[config.mk]
export PLATFORM = sky130hd
export DESIGN_NAME = serial_adder_ctrl_flat
export DESIGN_NICKNAME = d
export VERILOG_FILES = /design/src/rtl/serial_adder_ctrl_if.sv /design/src/rtl/serial_adder_ctrl.sv /design/src/flat_wrapper.sv
export SDC_FILE = /design/constraint.sdc
export NUM_CORES = 1
export LEC_CHECK = 0
export CORE_UTILIZATION = 46
export DETAILED_ROUTE_END_ITERATION = 8
export GPL_TIMING_DRIVEN = 0
export PLACE_DENSITY = 0.81
export SETUP_SLACK_MARGIN = 0.3
export SLEW_MARGIN = 0
export SYNTH_ARGS = -nofsm -noshare
export SYNTH_HDL_FRONTEND = slang
export SYNTH_SLANG_ARGS = --single-unit
[constraint.sdc]
create_clock -name i_clk -period 1.35 [get_ports i_clk]
set_input_delay 0.27 -clock i_clk [delete_from_list [all_inputs] [get_ports i_clk]]
set_output_delay 0.27 -clock i_clk [all_outputs]
set_load 0.05 [all_outputs]
[src/rtl/serial_adder_ctrl_if.sv]
// Command/result bundle between a command source and the bit-serial adder sequencer.
// Master drives the operands and start request, slave returns busy/done and the held result.
// Carries no state of its own; purely a port grouping.
interface serial_adder_ctrl_if #(
  parameter int WIDTH = 8
);
  logic             start;
  logic             sub;
  logic [WIDTH-1:0] op_a;
  logic [WIDTH-1:0] op_b;
  logic             c_in;
  logic             busy;
  logic             done;
  logic [WIDTH-1:0] result;
  logic             c_out;
  logic             overflow;

  modport master (
    output start, sub, op_a, op_b, c_in,
    input  busy, done, result, c_out, overflow
  );

  modport slave (
    input  start, sub, op_a, op_b, c_in,
    output busy, done, result, c_out, overflow
  );
endinterface

[src/rtl/serial_adder_ctrl.sv]
// Bit-serial WIDTH-bit add/subtract sequencer time-sharing one full-adder cell, LSB first.
// Latency: start accepted at edge T -> done pulse in cycle T+WIDTH+1; busy for T+1..T+WIDTH+1.
// No queuing: start and operand changes are ignored while busy; caller must wait for busy=0.
module serial_adder_ctrl #(
  parameter int WIDTH = 8
) (
  input  logic                i_clk,
  input  logic                i_rst_n,
  serial_adder_ctrl_if.slave  bus
);

  localparam int CNT_W = (WIDTH > 1) ? $clog2(WIDTH) : 1;

  typedef enum logic [1:0] {
    S_IDLE,
    S_RUN,
    S_DONE
  } state_t;

  state_t             r_state;
  logic [WIDTH-1:0]   r_a;
  logic [WIDTH-1:0]   r_b;
  logic               r_carry;
  logic [CNT_W-1:0]   r_cnt;
  logic [WIDTH-1:0]   r_sum_sr;
  logic               r_busy;
  logic               r_done;
  logic [WIDTH-1:0]   r_result;
  logic               r_c_out;
  logic               r_overflow;

  logic               w_sum;
  logic               w_cout;
  logic               w_last;
  logic [WIDTH-1:0]   w_sum_next;

  // The shared full-adder cell, fed from the LSBs of the operand shift registers.
  assign w_sum      = r_a[0] ^ r_b[0] ^ r_carry;
  assign w_cout     = (r_a[0] & r_b[0]) | (r_a[0] & r_carry) | (r_b[0] & r_carry);
  assign w_last     = (r_cnt == CNT_W'(WIDTH - 1));
  assign w_sum_next = {w_sum, r_sum_sr[WIDTH-1:1]};

  assign bus.busy     = r_busy;
  assign bus.done     = r_done;
  assign bus.result   = r_result;
  assign bus.c_out    = r_c_out;
  assign bus.overflow = r_overflow;

  // Sequencer: load on accept, one adder bit per RUN cycle, publish on entry to DONE.
  always_ff @(posedge i_clk) begin
    if (!i_rst_n) begin
      r_state    <= S_IDLE;
      r_a        <= '0;
      r_b        <= '0;
      r_carry    <= 1'b0;
      r_cnt      <= '0;
      r_sum_sr   <= '0;
      r_busy     <= 1'b0;
      r_done     <= 1'b0;
      r_result   <= '0;
      r_c_out    <= 1'b0;
      r_overflow <= 1'b0;
    end else begin
      r_done <= 1'b0;
      case (r_state)
        S_IDLE: begin
          if (bus.start) begin
            r_a     <= bus.op_a;
            // Subtract as a + ~b + 1: invert B and force the carry-in.
            r_b     <= bus.sub ? ~bus.op_b : bus.op_b;
            r_carry <= bus.sub ? 1'b1 : bus.c_in;
            r_cnt   <= '0;
            r_busy  <= 1'b1;
            r_state <= S_RUN;
          end
        end
        S_RUN: begin
          r_sum_sr <= w_sum_next;
          r_a      <= {1'b0, r_a[WIDTH-1:1]};
          r_b      <= {1'b0, r_b[WIDTH-1:1]};
          r_carry  <= w_cout;
          if (w_last) begin
            // r_carry here is the carry into the MSB; w_cout is the carry out of it.
            r_result   <= w_sum_next;
            r_c_out    <= w_cout;
            r_overflow <= r_carry ^ w_cout;
            r_done     <= 1'b1;
            r_state    <= S_DONE;
          end else begin
            r_cnt <= r_cnt + CNT_W'(1);
          end
        end
        S_DONE: begin
          r_busy  <= 1'b0;
          r_state <= S_IDLE;
        end
        default: begin
          r_busy  <= 1'b0;
          r_state <= S_IDLE;
        end
      endcase
    end
  end

endmodule

[src/flat_wrapper.sv]
// flat-port wrapper written by rule: the top's interface ports become plain ports
module serial_adder_ctrl_flat 
#(
  parameter int WIDTH = 8
)
  (i_clk, i_rst_n, bus_start, bus_sub, bus_op_a, bus_op_b, bus_c_in, bus_busy, bus_done, bus_result, bus_c_out, bus_overflow);
  serial_adder_ctrl_if #(.WIDTH(WIDTH)) bus_i ();
  input  logic i_clk;
  input  logic i_rst_n;
  input wire logic [$bits(bus_i.start)-1:0] bus_start;
  input wire logic [$bits(bus_i.sub)-1:0] bus_sub;
  input wire logic [$bits(bus_i.op_a)-1:0] bus_op_a;
  input wire logic [$bits(bus_i.op_b)-1:0] bus_op_b;
  input wire logic [$bits(bus_i.c_in)-1:0] bus_c_in;
  output wire logic [$bits(bus_i.busy)-1:0] bus_busy;
  output wire logic [$bits(bus_i.done)-1:0] bus_done;
  output wire logic [$bits(bus_i.result)-1:0] bus_result;
  output wire logic [$bits(bus_i.c_out)-1:0] bus_c_out;
  output wire logic [$bits(bus_i.overflow)-1:0] bus_overflow;
  assign bus_i.start = bus_start;
  assign bus_i.sub = bus_sub;
  assign bus_i.op_a = bus_op_a;
  assign bus_i.op_b = bus_op_b;
  assign bus_i.c_in = bus_c_in;
  assign bus_busy = bus_i.busy;
  assign bus_done = bus_i.done;
  assign bus_result = bus_i.result;
  assign bus_c_out = bus_i.c_out;
  assign bus_overflow = bus_i.overflow;
  serial_adder_ctrl #(.WIDTH(WIDTH)) u_core (.i_clk(i_clk), .i_rst_n(i_rst_n), .bus(bus_i));
endmodule
# ---- Yosys cells after proc, flatten, opt, wreduce, memory -nomap -nowiden
# Index checks and enable logic that the tools add are counted.
dict set report word_totals {
  elab_cells 52
  in_bits 21
  regBits 42
}
dict set report classes {
  reduce_logical 8
  addsub 1
  eq_ne 5
  n_mux 17
  n_bitwise 10
}
# operator count
set ops {}
lappend ops {{$pmux 8 s2} 2}
lappend ops {{$mux 8} 3}
lappend ops {{$reduce_and 2->1} 5}
lappend ops {{$not 8->8} 1}
lappend ops {{$mux 3} 2}
lappend ops {{$pmux 3 s2} 1}
lappend ops {{$mux 1} 4}
lappend ops {{$mux 2} 2}
lappend ops {{$ne 2x2->1 const B} 2}
lappend ops {{$pmux 1 s2} 2}
lappend ops {{$pmux 2 s2} 1}
lappend ops {{$add 3x1->3 const B} 1}
lappend ops {{$and 1x1->1} 3}
lappend ops {{$eq 3x3->1 const B} 1}
lappend ops {{$reduce_and 3->1} 1}
lappend ops {{$xor 1x1->1} 3}
lappend ops {{$eq 2x1->1 const B} 1}
lappend ops {{$logic_not 2->1} 1}
lappend ops {{$ne 2x1->1 const B} 1}
lappend ops {{$or 1x1->1} 2}
lappend ops {{$reduce_bool 2->1} 1}
lappend ops {{$not 1->1} 1}

# ---- Longest topological paths before layout
# Gate-level depths: netlist of the first run.
dict set report logic_depth {
  depth_word 4
  depth_mapped 6
  depth_no_buf 5
}

# ---- Least setup slack after synthesis of the first run
# Ideal clock, no wire load.
dict set report synth_timing {
  kind {register -> register}
  startpoint {register u_core.r_cnt[0]}
  endpoint {register u_core.r_overflow (netlist: u_core.bus.overflow)}
  stages_incl_launch_ff 6
  synth_period_minus_slack_ps 1327
  setup_ps 116
  setup_slack_ps 23
  t_required_ps 1234
  t_arrival_ps 1211
  n_path_buf 1
  cell_sequence {dfxtp_1 ha_1 ha_1 and3b_1 buf_2 o211a_1}
}
dict set report synth_between {
  elab_chain_len 2
}
# element line
set synth_rtl {}
lappend synth_rtl {{start, declared} serial_adder_ctrl.sv:24} ;# logic [CNT_W-1:0] r_cnt;
lappend synth_rtl {{start signal, assigned} serial_adder_ctrl.sv:90} ;# r_cnt <= r_cnt + CNT_W'(1);
lappend synth_rtl {{$eq 3x3->1} serial_adder_ctrl.sv:40} ;# assign w_last = (r_cnt == CNT_W'(WIDTH - 1));
lappend synth_rtl {{net u_core.w_last} serial_adder_ctrl.sv:34} ;# logic w_last;
lappend synth_rtl {{$reduce_and 2->1 (no line)} --}
lappend synth_rtl {{end signal, assigned} serial_adder_ctrl.sv:86} ;# r_overflow <= r_carry ^ w_cout;
lappend synth_rtl {{end, declared} serial_adder_ctrl.sv:30} ;# logic r_overflow;
# The timed path passes the listed nets, and every way through them passes these cells.
# A chain may end at the register's enable or synchronous reset.

# ---- Worst setup path after layout of the first run
# Same ends and word-level chain as after synthesis.

==> impl_metrics.env, run 1 <==
export IMPL_ff_latch_area_sq_um=845
export IMPL_drc=0
export IMPL_rows=21
export IMPL_yosysSeqAreaShare=0.471
export IMPL_fin_util=0.842
export IMPL_path_max_fanout=5
export IMPL_powerDensity_nw_per_um2=983
export IMPL_place_inst=274
export IMPL_clock_latency_ps=300
export IMPL_die_w_microns=63.5
export IMPL_placed_area_sq_um=2180
export IMPL_netlist_area_sq_um=1740
export IMPL_hold_violations=0
export IMPL_rr_worst_depth=5
export IMPL_worstReg2RegStart="u_core.r_cnt[0]"
export IMPL_maxCapViolCount=0
export IMPL_crit_arrival_ps=1520
export IMPL_criticalPathCategory="reg2reg"
export IMPL_antennaDiodeCount=0
export IMPL_outcome="complete, no violations"
export IMPL_multiInputGateArea_sq_um=1140
export IMPL_fill_cells=190
export IMPL_ios=33
export IMPL_drive_above_1_share=0.483
export IMPL_ir_drop_mv=0.922
export IMPL_vias=1765
export IMPL_ys_warn_count=0
export IMPL_synth_nets=221
export IMPL_clk_pin_slew_ps=80
export IMPL_cts_tree="yes"
export IMPL_met1_usage=0.296
export IMPL_h_tree_depth=2
export IMPL_yosysUniqueCellTypes=31
export IMPL_port_buffers=31
export IMPL_final_area_sq_um=2920
export IMPL_grt_overflow_total=0
export IMPL_vias_per_cell=5.71
export IMPL_syn_inst=197
export IMPL_synthToLayoutAreaGrowth_pct=67.7
export IMPL_grt_pass1_vias=1470
export IMPL_holdWs_ps=446
export IMPL_ant_nets=0
export IMPL_grt_max_degree=13
export IMPL_final_common_cell="nand2_1"
export IMPL_hold_class="in2reg"
export IMPL_antenna_found_initial=0
export IMPL_avgSynthCellArea_sq_um=8.84
export IMPL_grtUsageTotal=0.239
export IMPL_slew_viol_final=0
export IMPL_die_h_microns=63.5
export IMPL_hold_depth=3
export IMPL_use_met3=0.0634
export IMPL_timing_fmax_ghz=0.755
export IMPL_synth_seq_cells=41
export IMPL_drtIter0Drc=74
export IMPL_firstDrtPassIters=4
export IMPL_fin_crit_ps=1320
export IMPL_die_area_sq_um=4040
export IMPL_cts_buffers=5
export IMPL_dp_hpwl_mm=2.42
export IMPL_start_kind="flip-flop"
export IMPL_design_core_area_sq_um=3470
export IMPL_tightest_slew_ps=490
export IMPL_avgRoutedWirePerCell_microns=18.8
export IMPL_grt_pass1_wl_mm=7.19
export IMPL_finalClockSkew_ps=9.26
export IMPL_worst_ep_required_time_ps=1550
export IMPL_leakagePower_nw=1.15
export IMPL_rsz0062_at_grt="yes"
export IMPL_finalNonFillerCells=309
export IMPL_min_from="bus_sub"
export IMPL_rrSetupSlack_ps=30
export IMPL_endpoint_kind="flip-flop"
export IMPL_r2r_end="u_core.bus.overflow"
export IMPL_gp_routability_congestion=0.826
export IMPL_final_cell_mix="43 x nand2_1, 24 x dfxtp_1, 17 x buf_6, 17 x clkdlybuf4s50_1, 16 x dfxtp_2"
export IMPL_top_usage_layer="met2"
export IMPL_period_share=0.981
export IMPL_nNetsFinal=287
export IMPL_numClockSinks=41
export IMPL_start_util=0.502
export IMPL_max_clock_path_buffers=2
export IMPL_cts_root_buf="clkbuf_8"
export IMPL_final_setup_viol_count=0
export IMPL_worstHoldEndpoint="u_core.r_carry"
export IMPL_grt_use_met2=0.370
export IMPL_drt_wl_total_mm=5.80
export IMPL_slew_headroom=0.673
worst max-delay path by stage:
stage / start / endpoint / slack, ps
CTS: u_core.r_cnt[1] / u_core.bus.overflow / 60
detailed placement: i_rst_n / u_core.r_b[6] / -360
global placement: i_rst_n / u_core.r_b[6] / -330
floorplan: u_core.r_cnt[1] / u_core.bus.overflow / 80
finish: u_core.r_cnt[0] / u_core.bus.overflow / 30
global route: u_core.r_cnt[0] / u_core.r_cnt[2] / 20
registers in the layout, summed over array words and instances (netlist names):
| signal | cells |
|---|---|
| u_core.bus.busy | 1 |
| u_core.bus.c_out | 1 |
| u_core.bus.done | 1 |
| u_core.bus.overflow | 1 |
| u_core.bus.result | 8 |
| u_core.r_a | 8 |
| u_core.r_b | 8 |
| u_core.r_carry | 1 |
| u_core.r_cnt | 3 |
| u_core.r_state | 2 |
| u_core.r_sum_sr | 7 |
worst max-delay path: stages, from the launching register on:
cell     delay (ps)
dfxtp_2         340
ha_4            160
ha_4            160
and3b_2         230
buf_6           140
o211a_1         190
logic make-up after synthesis:
group / count (synthesis) / share of synthesized area
AOI/OAI and AO/OA: 53 / 0.205
buffers and inverters: 14 / 0.0424
muxes: 3 / 0.0172
adders and majority gates: 3 / 0.0259
xor gates and xnor gates: 9 / 0.0453
DFF: 41 / 0.471
and+or+nand+nor: 74 / 0.193
cell usage after synthesis:
cell type  instances  area (sq um)
o21ai_0            8          40.0
and3b_1            1          8.76
and2_1             3          18.8
ha_1               2          25.0
buf_2              5          25.0
mux2i_1            3          30.0
nor3b_2            1          12.5
a21boi_1           1          7.51
buf_4              2          15.0
nand3_1            9          45.0
fa_1               1          20.0
xor2_1             5          43.8
a22oi_1            1          7.51
buf_6              1          11.3
o211a_1            1          10.0
inv_1              1          3.75
nor2b_1            2          12.5
xnor2_1            4          35.0
nor2_1             1          3.75
dfxtp_1           41           821
nand2_1           50           188
a21boi_0          15           113
o221ai_1           8          70.1
nand4_1            1          6.26
a21oi_1           16          80.1
a21oi_2            1          8.76
nand3b_1           2          15.0
o21ba_2            1          10.0
o21bai_2           1          11.3
clkbuf_1           5          18.8
nand2b_1           4          25.0
stage by stage:
stage / setup slack, ps / TNS [ps] / total power (W)
5_1_grt: 21.6 / 0 / 0.00297
2_1_floorplan: 75.3 / 0 / 0.00155
6_report: 25.7 / 0 / 0.00287
4_1_cts: 60.4 / 0 / 0.00271
3_5_place_dp: -355 / -8110 / 0.00167
3_3_place_gp: -330 / -6900 / 0.00166
timing repair:
item,4_1_cts,5_1_grt
buffers inserted,13,8
pin swaps,13,30
setup endpoints to repair,52,52
gates cloned,4,3
hold buffers,0,0
resized for setup,125,63
layout make-up:
class                   instances  area share
clock inverters                 2      0.0120
multi-input cells             143       0.391
repair buffers                 58       0.219
well taps                      46      0.0197
flip-flops and latches         41       0.289
inverters                       1     0.00129
plain buffers                  13      0.0446
clock buffers                   5      0.0236
layer usage:
metal,share of wire,vias up
met4,0.039,0
met2,0.49,76
met3,0.056,24
li1,-,811
met5,0,-
met1,0.41,854
where the power goes:
group          internal (W)  switching, W  total [W]
logic              0.000306      0.000298   0.000604
clock network      0.000537      0.000420   0.000958
registers           0.00127     0.0000437    0.00131
Power figures use the tool's default switching activity.
==> inputs of run 2 (changes only) <==
CORE_MARGIN = 3   (was unset)
==> run 2 against run 1 <==
  * The run now ends with setup timing left
  * Setup slack got worse by 30 ps
  * Count of clock-buffer cells in the layout stayed put
  * Critical path type unchanged
  * Core utilization up 6.5 points
==> impl_metrics.env, run 2 (synthesized netlist as in run 1, its figures left out) <==
export IMPL_worst_ep_required_time_ps=1570
export IMPL_rows=21
export IMPL_grt_pass1_wl_mm=8.02
export IMPL_rrSetupSlack_ps=-4
export IMPL_grt_overflow_total=0
export IMPL_avgRoutedWirePerCell_microns=21.4
export IMPL_die_h_microns=67.5
export IMPL_path_max_fanout=4
export IMPL_cts_tree="yes"
export IMPL_holdWs_ps=374
export IMPL_drt_wl_total_mm=6.65
export IMPL_port_buffers=31
export IMPL_hold_violations=0
export IMPL_ios=33
export IMPL_synthToLayoutAreaGrowth_pct=81.9
export IMPL_holdBufCountCts=0
export IMPL_tightest_slew_ps=301
export IMPL_ir_drop_mv=0.942
export IMPL_worstHoldEndpoint="u_core.bus.busy"
export IMPL_finalClockSkew_ps=8.51
export IMPL_slew_headroom=0.799
export IMPL_crit_family="flip-flops"
export IMPL_slew_viol_final=0
export IMPL_drtIter0Drc=181
export IMPL_preCtsSetupSlack_ps=-352
export IMPL_hold_depth=3
export IMPL_worstReg2RegStart="u_core.r_cnt[1]"
export IMPL_nNetsFinal=288
export IMPL_period_share=1.00
export IMPL_cts_root_buf="clkbuf_8"
export IMPL_cts_buffers=5
export IMPL_antenna_found_initial=0
export IMPL_clk_pin_slew_ps=80
export IMPL_drc=0
export IMPL_rr_worst_depth=5
export IMPL_endpoint_kind="flip-flop"
export IMPL_vias_per_cell=5.84
export IMPL_numClockSinks=41
export IMPL_firstDrtPassIters=5
export IMPL_powerDensity_nw_per_um2=1030
export IMPL_die_w_microns=67.5
export IMPL_design_core_area_sq_um=3490
export IMPL_grt_max_degree=15
export IMPL_max_clock_path_buffers=2
export IMPL_crit_path_cell_trace="ha_4 -> ha_4 -> nand2b_4 -> a21oi_4 -> mux2i_1"
export IMPL_min_from="i_rst_n"
export IMPL_placed_area_sq_um=2180
export IMPL_crit_arrival_ps=1570
export IMPL_fin_crit_ps=1350
export IMPL_h_tree_depth=2
export IMPL_gp_routability_congestion=0.757
export IMPL_final_cell_mix="31 x nand2_1, 22 x dfxtp_1, 19 x buf_6"
export IMPL_hold_class="in2reg"
export IMPL_final_setup_viol_count=2
export IMPL_worst_path_max_delay_cell="dfxtp_2"
export IMPL_leakagePower_nw=1.25
export IMPL_rsz0062_at_grt="yes"
export IMPL_outcome="complete, but fails checks"
export IMPL_maxCapViolCount=0
export IMPL_die_area_sq_um=4560
export IMPL_criticalPathCategory="reg2reg"
export IMPL_cp_common_cell="ha_4"
export IMPL_r2r_end="u_core.r_cnt[2]"
export IMPL_clock_latency_ps=310
export IMPL_grt_pass1_vias=1635
export IMPL_final_common_cell="nand2_1"
export IMPL_drive_above_1_share=0.566
export IMPL_fin_ws_ps=-4.32
export IMPL_crit_buf_inv=0
export IMPL_ant_nets=0
export IMPL_final_area_sq_um=3170
export IMPL_grtUsageTotal=0.244
export IMPL_vias=1816
export IMPL_max_stage_delay_ps=340
export IMPL_start_util=0.498
export IMPL_timing_fmax_ghz=0.738
export IMPL_violations="setup timing"
export IMPL_dp_hpwl_mm=2.53
export IMPL_crit_start="u_core.r_cnt[1]"
export IMPL_antennaDiodeCount=0
export IMPL_start_kind="flip-flop"
run 2: cell type report:
type | count | area, sq um
clock inverters | 3 | 68.8
repair buffers | 60 | 764
multi-input cells | 142 | 1220
plain buffers | 13 | 135
fillers | 127 | 327
inverters | 1 | 3.75
clock buffers | 5 | 68.8
well taps | 46 | 57.6
flip-flops and latches | 41 | 847
run 2: stage by stage:
stage | setup TNS, ps | util | std cells | total power (W)
CTS | 0 | 0.820 | 305 | 0.00308
global route | -148 | 0.907 | 311 | 0.00334
finish | -6.89 | 0.907 | 311 | 0.00325
global placement | -7310 | 0.625 | 274 | 0.00166
floorplan | 0 | - | 197 | 0.00155
detailed placement | -7690 | 0.625 | 274 | 0.00167
run 2: per-layer routing:
metal / wire, microns / vias up / global-route usage
met5: 0 / - / 0
met4: 197 / 0 / 0.106
met1: 2650 / 886 / 0.299
met2: 3360 / 99 / 0.399
li1: - / 812 / -
met3: 436 / 19 / 0.0666
run 2: worst max path at each step:
stage                                      to  cells past startpoint
after global routing          u_core.r_cnt[2]                      5
after floorplan           u_core.bus.overflow                      5
after detailed placement        u_core.r_b[6]                      4
final                         u_core.r_cnt[2]                      5
after CTS                     u_core.r_cnt[0]                      5
after global placement          u_core.r_b[6]                      4
run 2: worst reg2reg max path: cells and delay by family, from the launching register on:
| family | cells | cell delay (ps) |
|---|---|---|
| and+or+nand+nor | 1 | 140 |
| DFF | 1 | 340 |
| AOI/OAI and AO/OA | 1 | 200 |
| adders and majority gates | 2 | 320 |
| muxes | 1 | 270 |
run 2: repair_timing:
action	CTS	global route
buffers inserted	19	5
pin swaps	28	19
setup endpoints to repair	52	52
gates resized for setup	164	70
gates cloned	4	1
run 2: power breakdown:
group,leakage [nW],internal [W],switching [W]
clock,0.0687,0.000745,0.000485
combinational,0.843,0.000368,0.000332
sequential,0.343,0.00127,0.0000529
total,1.25,0.00238,0.000870
==> inputs of run 3 (changes only) <==
RECOVER_POWER = 25   (was unset)
==> run 3 against run 2 <==
  * The run still ends with setup timing left
  * Routed wire length is 0.11% higher
  * Via count rose by 0.22%
  * Global-route usage unchanged
  * Combinational power shrank 0.7%
  * Register-to-register slack about the same
  * Non-clock buffer count unchanged
==> impl_metrics.env, run 3 (synthesized netlist as in run 1, its figures left out) <==
export IMPL_powerDensity_nw_per_um2=1060
export IMPL_ios=33
export IMPL_grt_pass1_vias=1635
export IMPL_path_max_fanout=4
export IMPL_final_area_sq_um=3050
export IMPL_port_buffers=31
export IMPL_vias=1820
export IMPL_clock_latency_ps=310
export IMPL_cts_root_buf="clkbuf_8"
export IMPL_rows=21
export IMPL_tightest_slew_ps=299
export IMPL_final_common_cell="nand2_1"
export IMPL_antenna_found_initial=0
export IMPL_ant_nets=0
export IMPL_synthToLayoutAreaGrowth_pct=75.0
export IMPL_cts_buffers=5
export IMPL_vias_per_cell=5.85
export IMPL_gp_routability_congestion=0.757
export IMPL_fin_crit_ps=1350
export IMPL_die_w_microns=67.5
export IMPL_cts_tree="yes"
export IMPL_antennaDiodeCount=0
export IMPL_fin_ws_ps=-3.91
export IMPL_outcome="complete, but fails checks"
export IMPL_multiInputGateArea_sq_um=1220
export IMPL_grtUsageTotal=0.244
export IMPL_slew_viol_final=0
export IMPL_die_area_sq_um=4560
export IMPL_grt_overflow_total=0
export IMPL_period_share=1.00
export IMPL_clk_pin_slew_ps=80
export IMPL_start_kind="flip-flop"
export IMPL_drtIter0Drc=209
export IMPL_final_setup_viol_count=1
export IMPL_nNetsFinal=288
export IMPL_die_h_microns=67.5
export IMPL_fill_cells=139
export IMPL_crit_arrival_ps=1570
export IMPL_design_core_area_sq_um=3490
export IMPL_ff_latch_area_sq_um=847
export IMPL_max_clock_path_buffers=2
export IMPL_drive_above_1_share=0.566
export IMPL_violations="setup timing"
export IMPL_preCtsSetupSlack_ps=-352
export IMPL_worst_ep_required_time_ps=1570
export IMPL_finalClockSkew_ps=11.2
export IMPL_ir_drop_mv=0.940
export IMPL_avgRoutedWirePerCell_microns=21.4
export IMPL_drc=0
export IMPL_final_cell_mix="31 x nand2_1, 22 x dfxtp_1, 19 x buf_6"
export IMPL_start_util=0.498
export IMPL_placed_area_sq_um=2180
export IMPL_maxCapViolCount=0
export IMPL_grt_pass1_wl_mm=8.02
export IMPL_hold_class="in2reg"
export IMPL_slew_headroom=0.800
export IMPL_dp_hpwl_mm=2.53
export IMPL_drt_wl_total_mm=6.65
export IMPL_criticalPathCategory="reg2reg"
export IMPL_leakagePower_nw=1.22
export IMPL_hold_violations=0
export IMPL_endpoint_kind="flip-flop"
export IMPL_firstDrtPassIters=5
export IMPL_timing_fmax_ghz=0.739
export IMPL_holdBufCountCts=0
export IMPL_numClockSinks=41
export IMPL_grt_max_degree=15
export IMPL_rsz0062_at_grt="yes"
export IMPL_h_tree_depth=2
## run 3: cell types whose count changed in the layout (fill, tap and decap cells not counted)
cell,before,now
buf_8,15,3
clkbuf_2,3,15
## run 3: worst paths after layout
kind / start / slack (ps) / endpoint / cells after the start
max: u_core.r_cnt[0] / -4 / u_core.r_cnt[2] / 5
min: i_rst_n / 370 / u_core.bus.busy / 3
max reg2reg: u_core.r_cnt[0] / -4 / u_core.r_cnt[2] / 5
min reg2reg: u_core.bus.result[3] / 460 / u_core.bus.result[3] / 2
## run 3: power breakdown
group / leakage [nW] / switching [W] / internal [W]
Combinational: 0.812 / 0.000332 / 0.000364
Sequential: 0.343 / 0.0000526 / 0.00127
Clock: 0.0687 / 0.000479 / 0.000745
Total: 1.22 / 0.000864 / 0.00237
## run 3: final cells by class
class | count | area share
clock inverters | 3 | 0.0226
flip-flops and latches | 41 | 0.278
well taps | 46 | 0.0189
plain buffers | 13 | 0.0443
repair buffers | 60 | 0.211
multi-input cells | 142 | 0.401
clock buffers | 5 | 0.0226
inverters | 1 | 0.00123
## run 3: critical path, stage by stage (launching register included)
cell and delay (ps):
dfxtp_2 340, ha_4 160, ha_4 160, nand2b_4 140
a21oi_4 190, mux2i_1 270
## run 3: per-stage QoR
| stage | utilization | std cells | hold WS [ps] | setup TNS (ps) | power (W) |
|---|---|---|---|---|---|
| 3_5_place_dp | 0.625 | 274 | 446 | -7690 | 0.00167 |
| 3_3_place_gp | 0.625 | 274 | 434 | -7310 | 0.00166 |
| 5_1_grt | 0.872 | 311 | 401 | -148 | 0.00333 |
| 2_1_floorplan | - | 197 | 397 | 0 | 0.00155 |
| 6_report | 0.872 | 311 | 369 | -3.91 | 0.00324 |
| 4_1_cts | 0.820 | 305 | 439 | 0 | 0.00308 |
## run 3: per-layer routing
layer	track usage	wire length (microns)
met5	0	0
met4	0.106	201
met3	0.0666	477
met2	0.399	3340
met1	0.299	2630
## run 3: repair_timing
item,in CTS,in global routing
gates cloned,4,1
gates resized for setup,164,70
endpoints found under the setup margin,52,52
pin swaps,28,19
buffers inserted,19,5
